$ cat src/rtl/frame_reception.sv
// rtl/frame_reception.sv - byte-stream MAC frame receiver with field extraction; optional ADDR_FILTER_EN
module frame_reception #(
  parameter int unsigned MIN_PREAMBLE = 7,
  parameter logic [7:0]  FCS_BYTE     = 8'hFF
) (
  input  logic        clk,
  input  logic        rst_n,
  input  logic [7:0]  rx_data,
  input  logic        rx_dv,
  input  logic [47:0] local_addr,
  output logic [47:0] dest_addr,
  output logic [47:0] src_addr,
  output logic [15:0] eth_type,
  output logic [31:0] data_out,
  output logic        rx_valid,
  output logic        rx_error,
  output logic        rx_busy,
  output logic [15:0] good_frames
);

  typedef enum logic [2:0] {
    IDLE, PREAMBLE, DEST, SRC, TYPE, PAYLOAD, FCS, DROP
  } state_t;

  localparam int unsigned   PW      = $clog2(MIN_PREAMBLE + 1);
  localparam logic [PW-1:0] PRE_MAX = PW'(MIN_PREAMBLE);

  state_t        state_q, state_d;
  logic [PW-1:0] pre_cnt_q;
  logic [2:0]    byte_cnt_q;
  logic [47:0]   dest_sh_q, src_sh_q;
  logic [15:0]   type_sh_q;
  logic [31:0]   pay_sh_q;
  logic [47:0]   dest_addr_q, src_addr_q;
  logic [15:0]   eth_type_q, good_q;
  logic [31:0]   data_out_q;
  logic          rx_valid_q, rx_error_q, rx_busy_q;

  logic is_pre, is_sfd, fcs_ok, addr_ok, in_frame, commit_d, error_d;

  assign is_pre   = (rx_data == 8'h55);
  assign is_sfd   = (rx_data == 8'hD5);
  assign fcs_ok   = (rx_data == FCS_BYTE);
  assign in_frame = (state_q == DEST) || (state_q == SRC) || (state_q == TYPE) ||
                    (state_q == PAYLOAD) || (state_q == FCS);

`ifdef ADDR_FILTER_EN
  assign addr_ok = (dest_sh_q == local_addr) || (dest_sh_q == 48'hFFFF_FFFF_FFFF);
`else
  logic unused_local_addr;
  assign unused_local_addr = ^local_addr;
  assign addr_ok = 1'b1;
`endif

  // Filtered-out frames end silently: neither a commit nor an error.
  assign commit_d = (state_q == FCS) && rx_dv && fcs_ok && addr_ok;
  assign error_d  = (in_frame && !rx_dv) ||
                    ((state_q == FCS) && rx_dv && !fcs_ok) ||
                    ((state_q == PREAMBLE) && rx_dv && !is_pre &&
                     !(is_sfd && (pre_cnt_q >= PRE_MAX)));

  // Next-state selection; a dropped strobe mid-frame always returns to IDLE.
  always_comb begin
    state_d = state_q;
    case (state_q)
      IDLE:     if (rx_dv && is_pre) state_d = PREAMBLE;
      PREAMBLE: begin
        if (!rx_dv)                               state_d = IDLE;
        else if (is_pre)                          state_d = PREAMBLE;
        else if (is_sfd && pre_cnt_q >= PRE_MAX)  state_d = DEST;
        else                                      state_d = DROP;
      end
      DEST:     if (!rx_dv) state_d = IDLE; else if (byte_cnt_q == 3'd5) state_d = SRC;
      SRC:      if (!rx_dv) state_d = IDLE; else if (byte_cnt_q == 3'd5) state_d = TYPE;
      TYPE:     if (!rx_dv) state_d = IDLE; else if (byte_cnt_q == 3'd1) state_d = PAYLOAD;
      PAYLOAD:  if (!rx_dv) state_d = IDLE; else if (byte_cnt_q == 3'd3) state_d = FCS;
      FCS:      state_d = IDLE;
      DROP:     if (!rx_dv) state_d = IDLE;
      default:  state_d = IDLE;
    endcase
  end

  // State, counters, shadow shifting and the registered commit/pulse outputs.
  always_ff @(posedge clk) begin
    if (!rst_n) begin
      state_q     <= IDLE;
      pre_cnt_q   <= '0;
      byte_cnt_q  <= '0;
      dest_sh_q   <= '0;
      src_sh_q    <= '0;
      type_sh_q   <= '0;
      pay_sh_q    <= '0;
      dest_addr_q <= '0;
      src_addr_q  <= '0;
      eth_type_q  <= '0;
      data_out_q  <= '0;
      good_q      <= '0;
      rx_valid_q  <= 1'b0;
      rx_error_q  <= 1'b0;
      rx_busy_q   <= 1'b0;
    end else begin
      state_q    <= state_d;
      rx_busy_q  <= (state_d != IDLE);
      rx_valid_q <= commit_d;
      rx_error_q <= error_d;
      byte_cnt_q <= (state_d != state_q) ? 3'd0 : byte_cnt_q + {2'b00, rx_dv};
      if (rx_dv) begin
        if (state_q == IDLE)
          pre_cnt_q <= PW'(1);
        else if (state_q == PREAMBLE && is_pre && pre_cnt_q != PRE_MAX)
          pre_cnt_q <= pre_cnt_q + PW'(1);
        if (state_q == DEST)    dest_sh_q <= {dest_sh_q[39:0], rx_data};
        if (state_q == SRC)     src_sh_q  <= {src_sh_q[39:0], rx_data};
        if (state_q == TYPE)    type_sh_q <= {type_sh_q[7:0], rx_data};
        if (state_q == PAYLOAD) pay_sh_q  <= {pay_sh_q[23:0], rx_data};
      end
      if (commit_d) begin
        dest_addr_q <= dest_sh_q;
        src_addr_q  <= src_sh_q;
        eth_type_q  <= type_sh_q;
        data_out_q  <= pay_sh_q;
        if (good_q != 16'hFFFF) good_q <= good_q + 16'd1;
      end
    end
  end

  assign dest_addr   = dest_addr_q;
  assign src_addr    = src_addr_q;
  assign eth_type    = eth_type_q;
  assign data_out    = data_out_q;
  assign rx_valid    = rx_valid_q;
  assign rx_error    = rx_error_q;
  assign rx_busy     = rx_busy_q;
  assign good_frames = good_q;

endmodule

$ cat config.mk
export PLATFORM = sky130hd
export DESIGN_NAME = frame_reception
export DESIGN_NICKNAME = d
export VERILOG_FILES = /design/src/rtl/frame_reception.sv
export SDC_FILE = /design/constraint.sdc
export NUM_CORES = 1
export LEC_CHECK = 0
export BUFFER_PORTS_ARGS = -buffer_cell sky130_fd_sc_hd__buf_2
export CAP_MARGIN = 10
export CORE_ASPECT_RATIO = 1.25
export CORE_MARGIN = 5
export CORE_UTILIZATION = 39
export DETAILED_ROUTE_END_ITERATION = 12
export PLACE_DENSITY_LB_ADDON = 0.12
export SYNTH_ARGS = -nofsm -noshare
export SYNTH_HDL_FRONTEND = slang
export SYNTH_SLANG_ARGS = --single-unit
$ cat constraint.sdc
create_clock -name clk -period 3.11 [get_ports clk]
set_input_delay 0.622 -clock clk [delete_from_list [all_inputs] [get_ports clk]]
set_output_delay 0.622 -clock clk [all_outputs]
set_load 0.1 [all_outputs]
==> summary.txt, run 1 <==
Run status
  • Status: complete, no violations

Logic synthesis
  • Yosys warns: 0
  • Post-synthesis sequential area ratio: 0.554
  • Cells after synthesis: around 1500
  • Mean post-synth cell area: approximately 8 sq um
  • Number of synthesized flops with an enable pin: 0
  • Synth Flop Type: dfxtp_1
  • Post-Synth Simple-Gate Area: 0.240
  • Largest family of logic cells by synthesized area: simple AND/OR/NAND/NOR gates
  • Yosys reg bits: 316
  • Post-synthesis mux area share: 0.00186
  • Xor-xnor portion of the synthesized cell area: 0.0115
  • Netlist cell types: 54
  • Compound-gate portion of the synthesized area: 0.147
  • FFs w/ async S/R, synth: 0
  • Syn nets: about 1500
  • Synth Cell Area: 11400 sq um
  • Area leader, netlist: dfxtp_1
  • Top cells by area, synth: dfxtp_1 55%, nand2_1 19%, a21oi_1 13%
  • Top-area cell type share of the netlist area: 0.554
  • Synth Area in Adders: 0.00547

Layout
  • Area Growth Syn to Fin: 20.2%
  • Commonest non-fill, non-tap cell in the layout: nand2_1
  • Ratio of cells with drive above 1 in the final layout: 0.161
  • Fin cells: 1989
  • Register area: around 6300 sq um
  • Fill cell count: 3036
  • Final core utilization: 0.472
  • N_diodes: 0
  • Commonest non-fill, non-tap cells in the layout: 592 x nand2_1, 316 x dfxtp_1, 296 x a21oi_1
  • Area of the multi-input gates: 4690 sq um
  • Nets: 1638

Timing
  • Final Hold Viols: 0
  • Sum of negative setup slack: 0 ns
  • Fin crit share: 0.710
  • Max-slew headroom: 0.544
  • WHS: 0.449 ns
  • Period minus WS final: around 2.2 ns
  • # setup viols final: 0
  • Setup Skew: between 0.01 and 0.015 ns
  • Worst-margin pin slew: 0.683 ns
  • RSZ-0062 raised after global routing: no
  • Max frequency: 453 MHz
  • Final slew viol count: 0

Clock tree
  • CTS buffer count: 34
  • Clk_lat worst skew: 0.50 ns
  • Clk root buf: clkbuf_16
  • CTS tree: built
  • H-tree depth: 2
  • Post_cts resized: 0
  • Clock Path Buffers: 3
  • CTS sink count: 316
  • # hold bufs at CTS: 0
  • Clock transition at path regs: 0.06 ns
  • Post-CTS setup buffers: 0

Detailed routing
  • Initial DRC count: 599
  • Post-Route WL: 29.5 mm
  • Via density: 4.89
  • Total DRC errors in the routed layout: 0
  • Via count: 9722
  • Post-route ant nets: 0
  • Wire length per cell: 14.8 microns
  • Pre-antenna DRT Iters: 5

Worst setup path
  • Crit end category: flop
  • Worst Setup Start Kind: flop
  • CP required: about 3.5 ns
  • CP Class: reg -> reg
  • Slack of the worst reg-to-reg path: 0.90 ns
  • Critical Path AT: around 2.6 ns
  • Top fanout value on the critical path: 15

Global route
  • Initial antenna violation count: 2
  • Global-route wire length before repair: 48.2 mm
  • Number of global-route vias before repair: 9347
  • GRT Util Overall: 0.175
  • Largest net degree at the start of global routing: 112
  • GRT overflow: 0

Placed design
  • Placed cell count: 1934
  • Placer congestion estimate: between 0.7 and 0.8
  • Buffers on Ports: between 150 and 200
  • DP HPWL: 18.2 mm

Floorplan
  • Die area: 32800 sq um
  • Die Y-Extent: 201 microns
  • Starting Density: 0.393
  • Core Area: 29100 sq um
  • Top Ports: 222
  • Row Count: 70
  • Die Width: 163 microns

Power
  • VDD IR max: 0.000346 V
  • PD cells: between 500 and 600 nW/um^2
  • Leakage: 4.99 nW

Worst hold path
  • Worst Hold Class: reg -> reg

Job
  • Max-cap violation count: 0
[cells in the mapped netlist, drive strengths merged (2+ instances only)]
| cell type | instances |
|---|---|
| nor3 | 14 |
| and3 | 3 |
| nand3 | 8 |
| or4 | 2 |
| nor4bb | 2 |
| a21oi | 298 |
| nor3b | 2 |
| ha | 5 |
| nor2b | 2 |
| a31oi | 2 |
| and4 | 3 |
| o21ai | 3 |
| nand4 | 8 |
| buf | 24 |
| nor4b | 2 |
| o31ai | 2 |
| and2 | 2 |
| dfxtp | 316 |
| nor4 | 9 |
| xnor2 | 14 |
| or3b | 2 |
| or3 | 2 |
| nor2 | 20 |
| o41ai | 3 |
| inv | 8 |
| clkbuf | 81 |
| or2 | 2 |
| nand2 | 592 |
| nand3b | 2 |
[power breakdown]
| part | leakage [nW] | switching (W) | total, W | internal (W) |
|---|---|---|---|---|
| clock | 0.542 | 0.00154 | 0.00400 | 0.00246 |
| combinational | 1.90 | 0.000108 | 0.000132 | 0.0000248 |
| sequential | 2.54 | 0.00000457 | 0.00406 | 0.00405 |
[per-stage QoR]
stage          power (W)  area [sq um]  setup WS (ns)
2_1_floorplan    0.00422         11400          0.562
3_3_place_gp     0.00428         12600          0.620
3_5_place_dp     0.00428         12600          0.621
4_1_cts          0.00832         13700          0.895
5_1_grt          0.00849         13700          0.733
6_report         0.00819         13700          0.902
[state kept, by name, indices dropped and copies added, names as in the netlist]
register and count:
byte_cnt_q 3, data_out 32, dest_addr 48, dest_sh_q 48
eth_type 16, good_frames 16, pay_sh_q 32, pre_cnt_q 3
rx_busy 1, rx_error 1, rx_valid 1, src_addr 48
src_sh_q 48, state_q 3, type_sh_q 16
[path summary, 6_finish.rpt]
path	cells after the start	from	end
max	5	state_q[1]$_SDFF_PN0_	byte_cnt_q[1]$_SDFF_PP0_
min	2	src_addr[42]$_SDFFE_PN0P_	src_addr[42]$_SDFFE_PN0P_
max reg2reg	5	state_q[1]$_SDFF_PN0_	byte_cnt_q[1]$_SDFF_PP0_
min reg2reg	2	src_addr[42]$_SDFFE_PN0P_	src_addr[42]$_SDFFE_PN0P_
[logic make-up (layout without fill, tap and decap cells)]
family,count (synthesis),after routing
compound gates,318,318
buf+inv,114,257
mux,2,2
simple gates,680,680
flops,316,316
fa+ha+maj,5,5
xor+xnor,15,15
[worst max-delay path: stages (launching register included)]
cell and delay [ns]:
dfxtp_1 0.64, inv_1 0.29, and2_1 0.22, or4_1 0.49, mux2_2 0.31, nor3_1 0.17
[metal layers]
metal / routed length [microns] / share of wire / global-route usage / vias to the layer above
met1: 13500 / 0.46 / 0.235 / 4512
li1: - / - / - / 4978
met3: 1400 / 0.047 / 0.0301 / 35
met5: 0 / 0 / 0 / -
met4: 559 / 0.019 / 0.0479 / 0
met2: 14100 / 0.48 / 0.290 / 197
[layout make-up]
type,instances,area share
clock buffer,52,0.0759
timing repair buffer,193,0.0785
tap,396,0.0361
multi-input combinational,1020,0.341
inverter,9,0.00301
clock inverter,3,0.00474
sequential,316,0.461
Note: power is estimated with default switching activity, not from simulation.
==> run 2, diff against run 1 <==
clock period = 2.01 ns   (was 3.11 ns; I/O delays follow)
==> summary.txt, run 2 (synthesis results as in run 1) <==
Run status
  • Status: complete, no violations

Worst setup path
  • Critical Path AT: around 2.3 ns
  • Crit end category: flop
  • Top Family by Delay on Critical Path: compound AO/OA/AOI/OAI gates
  • Crit path buf inv count: 1
  • CP peak stage delay: 0.48 ns
  • Top fanout value on the critical path: 8
  • Crit-path cells: buf_4 > nand4bb_1 > o311a_1 > a2bb2oi_1 > nand3_1 > o31a_1
  • Worst Setup Start Kind: flop
  • CP required: 2.40 ns
  • Slowest cell on crit path: dfxtp_1
  • CP Class: reg -> reg

Layout
  • Register area: ~6300 sq um
  • Nets: 1665
  • N_diodes: 0
  • Ratio of cells with drive above 1 in the final layout: 0.190
  • Commonest non-fill, non-tap cell in the layout: nand2_1
  • Fill cell count: about 3000
  • Area Growth Syn to Fin: 23.3%
  • Commonest non-fill, non-tap cells in the layout: 592 x nand2_1, 300 x dfxtp_1, 296 x a21oi_1
  • Area of the multi-input gates: 4700 sq um

Power
  • Gate power share: 0.019
  • Reg power frac: 0.489
  • Clk pwr share: 0.493
  • Power Total: 0.0128 W
  • VDD IR max: about 0.0006 V
  • Internal power: ~0.01 W
  • Leakage: ~5.2 nW
  • PD cells: 912 nW/um^2
  • Switch Pwr: about 0.0026 W
  • Switching Share: 0.205

Global route
  • Initial antenna violation count: 0
  • GRT overflow: 0
  • Global-route wire length before repair: approximately 48 mm
  • Largest net degree at the start of global routing: 108
  • Number of global-route vias before repair: ~9000
  • GRT Util Overall: 0.175

Clock tree
  • Clock Path Buffers: 3
  • Clk_lat worst skew: around 0.50 ns
  • CTS sink count: 316
  • CTS buffer count: 34
  • Clk root buf: clkbuf_16
  • H-tree depth: 2
  • # hold bufs at CTS: 0
  • Clock transition at path regs: ~0.06 ns
  • CTS tree: built

Timing
  • Worst-margin pin slew: about 0.55 ns
  • Fin crit share: 0.955
  • Max-slew headroom: 0.636
  • RSZ-0062 raised after global routing: no
  • Final Hold Viols: 0
  • Worst setup margin: 0.0913 ns
  • Period minus WS final: 1.92 ns
  • Max frequency: 521 MHz
  • Setup Skew: 0.0116 ns
  • # setup viols final: 0
  • Final slew viol count: 0

Detailed routing
  • Post-route ant nets: 0
  • Via count: 9855
  • Wire length per cell: 14.6 microns
  • Initial DRC count: 668
  • Via density: 4.88
  • Total DRC errors in the routed layout: 0
  • Pre-antenna DRT Iters: 5
  • Post-Route WL: 29.6 mm

Floorplan
  • Top Ports: 222
  • Die Y-Extent: about 200 microns
  • Row Count: 70
  • Die area: 32800 sq um
  • Core Area: 29100 sq um
  • Die Width: approximately 160 microns
  • Starting Density: 0.393

Placed design
  • DP Worst Slack: -0.114 ns
  • Buffers on Ports: approximately 170
  • DP HPWL: 19.0 mm
  • Placer congestion estimate: 0.824

Worst hold path
  • Worst Hold Class: in -> reg

Job
  • Max-cap violation count: 0
## run 2: changes by cell type in the layout (fill, tap and decap cells not counted), sizes merged
| cell | delta |
|---|---|
| buf | +27 |
| clkbuf | -4 |
| clkinv | +4 |
| inv | +2 |
| bufinv | +1 |
## run 2: metal layers
| metal | share of wire | vias up | routed length, microns | global-route usage |
|---|---|---|---|---|
| met2 | 0.48 | 200 | 14100 | 0.291 |
| met1 | 0.45 | 4558 | 13400 | 0.234 |
| met5 | 0 | - | 0 | 0 |
| li1 | - | 5050 | - | - |
| met3 | 0.051 | 47 | 1520 | 0.0328 |
| met4 | 0.019 | 0 | 569 | 0.0444 |
## run 2: cell type report
| cell class | count | area share |
|---|---|---|
| tap | 396 | 0.0352 |
| sequential | 316 | 0.450 |
| inverter | 9 | 0.00293 |
| clock inverter | 10 | 0.00941 |
| multi-input combinational | 1020 | 0.334 |
| clock buffer | 48 | 0.0713 |
| timing repair buffer | 220 | 0.0972 |
## run 2: path summary, 6_finish.rpt
kind | startpoint | endpoint | slack, ns | depth (start not counted)
max | state_q[1]$_SDFF_PN0_ | rx_busy$_SDFF_PN0_ | 0.09 | 6
min | rx_data[2] | type_sh_q[2]$_SDFFE_PN0P_ | 0.17 | 3
min reg2reg | dest_addr[0]$_SDFFE_PN0P_ | dest_addr[0]$_SDFFE_PN0P_ | 0.45 | 2
max reg2reg | state_q[1]$_SDFF_PN0_ | rx_busy$_SDFF_PN0_ | 0.09 | 6
## run 2: worst register-to-register path, cell delays in order, from the launching register on
cell	delay (ns)
dfxtp_1	0.48
buf_4	0.22
nand4bb_1	0.18
o311a_1	0.19
a2bb2oi_1	0.31
nand3_1	0.13
o31a_1	0.30
## run 2: stage by stage
| stage | cells | instance area, sq um | setup TNS, ns | utilization | hold WS [ns] |
|---|---|---|---|---|---|
| global placement | 1961 | 12900 | -0.233 | 0.445 | 0.438 |
| global route | 2019 | 14100 | 0 | 0.484 | 0.178 |
| CTS | 2019 | 14100 | 0 | 0.484 | 0.151 |
| finish | 2019 | 14100 | 0 | 0.484 | 0.170 |
| detailed placement | 1961 | 12900 | -0.398 | 0.445 | 0.443 |
| floorplan | 1450 | 11500 | 0 | - | 0.432 |
## run 2: timing repair
item / 4_1_cts / 5_1_grt
setup buffers: 0 / 0
setup endpoints to repair: 0 / 2
resized for setup: 0 / 1
## run 2: power groups by stage
stage	clock (W)	sequential [W]	combinational, W
6_report	0.00633	0.00628	0.000240
4_1_cts	0.00652	0.00627	0.000242
3_5_place_dp	0	0.00641	0.000242
3_3_place_gp	0	0.00641	0.000243
5_1_grt	0.00680	0.00627	0.000262
2_1_floorplan	0	0.00641	0.000122
==> run 3, diff against run 2 <==
ABC_CLOCK_PERIOD_IN_PS = 2000   (was not set)
clock period = 2 ns   (was 2.01 ns; I/O delays follow)
==> summary.txt, run 3 (synthesis results as in run 1) <==
Floorplan
  • Die Width: 163 microns
  • Die Y-Extent: ~200 microns
  • Row Count: 70
  • Die area: 32800 sq um
  • Core Area: 29100 sq um
  • Starting Density: 0.393
  • Top Ports: 222

Worst setup path
  • CP Class: reg -> reg
  • Worst Setup Start Kind: flop
  • Top Family by Delay on Critical Path: compound AO/OA/AOI/OAI gates
  • Crit end category: flop
  • Worst path most repeated cell: ha_1
  • Critical Path AT: 2.33 ns
  • Crit-path cells: ha_1 > ha_1 > a31oi_1 > o41ai_2 > o211ai_1 > mux2i_1 > nor3_1
  • Top fanout value on the critical path: 4
  • Crit path buf inv count: 0
  • CP required: 2.42 ns
  • CP peak stage delay: 0.39 ns
  • Slowest cell on crit path: dfxtp_1

Clock tree
  • Post-CTS setup buffers: 0
  • CTS sink count: between 300 and 400
  • Clk root buf: clkbuf_16
  • CTS buffer count: 31
  • Clk_lat worst skew: around 0.55 ns
  • Clock Path Buffers: 3
  • CTS tree: built
  • Clock transition at path regs: 0.06 ns
  • H-tree depth: 1

Power
  • PD cells: 866 nW/um^2
  • Clk pwr share: 0.459
  • VDD IR max: 0.000654 V
  • Switch Pwr: 0.00253 W
  • Internal power: 0.00957 W
  • Reg power frac: 0.521
  • Gate power share: 0.020
  • Switching Share: 0.209
  • Leakage: 5.13 nW

Detailed routing
  • Post-Route WL: 29.8 mm
  • Post-route ant nets: 0
  • Via density: just under 5
  • Via count: between 9000 and 10000
  • Total DRC errors in the routed layout: 0
  • Wire length per cell: 14.8 microns
  • Pre-antenna DRT Iters: 5
  • Initial DRC count: between 600 and 700

Timing
  • # setup viols final: 0
  • Fin crit share: 0.954
  • Worst-margin pin slew: approximately 0.67 ns
  • Max-slew headroom: 0.548
  • RSZ-0062 raised after global routing: no
  • WHS: 0.133 ns
  • Period minus WS final: 1.91 ns
  • Final Hold Viols: 0
  • Final slew viol count: 0
  • Setup Skew: 0.0106 ns
  • Sum of negative setup slack: 0 ns
  • Max frequency: 524 MHz

Layout
  • Commonest non-fill, non-tap cell in the layout: nand2_1
  • Area Growth Syn to Fin: 22.3%
  • Commonest non-fill, non-tap cells in the layout: 592 x nand2_1, 298 x dfxtp_1, 296 x a21oi_1
  • N_diodes: 0
  • Fill cell count: 3048
  • Fin cells: 2014
  • Design area: 14000 sq um
  • Final core utilization: 0.481
  • Nets: 1667
  • Ratio of cells with drive above 1 in the final layout: 0.191

Placed design
  • DP HPWL: a little under 20 mm
  • Placed cell count: just under 2000
  • Placer congestion estimate: 0.842
  • DP Area: 13000 sq um
  • Buffers on Ports: 173

Global route
  • GRT overflow: 0
  • GRT Util Overall: 0.175
  • Largest net degree at the start of global routing: 93
  • Number of global-route vias before repair: 9342
  • Global-route wire length before repair: 48.4 mm
  • Initial antenna violation count: 1

Worst hold path
  • Worst Hold Class: in -> reg

Run status
  • Status: complete, no violations

Job
  • Max-cap violation count: 0
run 3: cell type report:
class                      count  area (sq um)  area share
timing repair buffer         225          1430       0.102
clock buffer                  38           842      0.0602
inverter                       9          41.3     0.00295
multi-input combinational   1020          4710       0.337
clock inverter                10           105     0.00752
sequential                   316          6350       0.454
tap                          396           495      0.0354
run 3: metrics by stage:
step,worst slack (ns),total power [W]
final,0.0913,0.0121
after detailed placement,-0.156,0.00669
after CTS,0.0399,0.0123
after global placement,-0.105,0.00669
after global routing,0.00831,0.0126
after floorplan,0.00424,0.00657
run 3: layer usage:
metal	share of wire	vias to the layer above	wire length, microns	GRT usage
li1	-	5050	-	-
met1	0.46	4591	13700	0.234
met3	0.045	62	1330	0.0299
met2	0.47	196	14000	0.289
met4	0.024	2	729	0.0539
met5	0.00027	-	8	0
run 3: path summary, 6_finish.rpt:
path | start | endpoint | slack [ns] | cells after the start
max reg2reg | pre_cnt_q[1]$_SDFFE_PN0P_ | byte_cnt_q[2]$_SDFF_PP0_ | 0.09 | 7
min reg2reg | dest_addr[39]$_SDFFE_PN0P_ | dest_addr[39]$_SDFFE_PN0P_ | 0.45 | 2
min | rx_data[4] | type_sh_q[4]$_SDFFE_PN0P_ | 0.13 | 3
max | pre_cnt_q[1]$_SDFFE_PN0P_ | byte_cnt_q[2]$_SDFF_PP0_ | 0.09 | 7
run 3: power by group through the flow:
stage	combinational (W)	sequential (W)	clock, W
2_1_floorplan	0.000123	0.00645	0
3_3_place_gp	0.000245	0.00644	0
3_5_place_dp	0.000245	0.00645	0
4_1_cts	0.000245	0.00630	0.00573
5_1_grt	0.000265	0.00630	0.00599
6_report	0.000243	0.00631	0.00555
run 3: worst min-delay path, stage by stage:
cell and delay [ns]:
buf_2 0.13, nand2_1 0.06, a21oi_1 0.05
run 3: repair_timing:
item | 4_1_cts | 5_1_grt
endpoints found under the hold margin | 0 | 0
hold buffers | 0 | 0
gates resized for setup | 0 | 5
endpoints found under the setup margin | 0 | 34
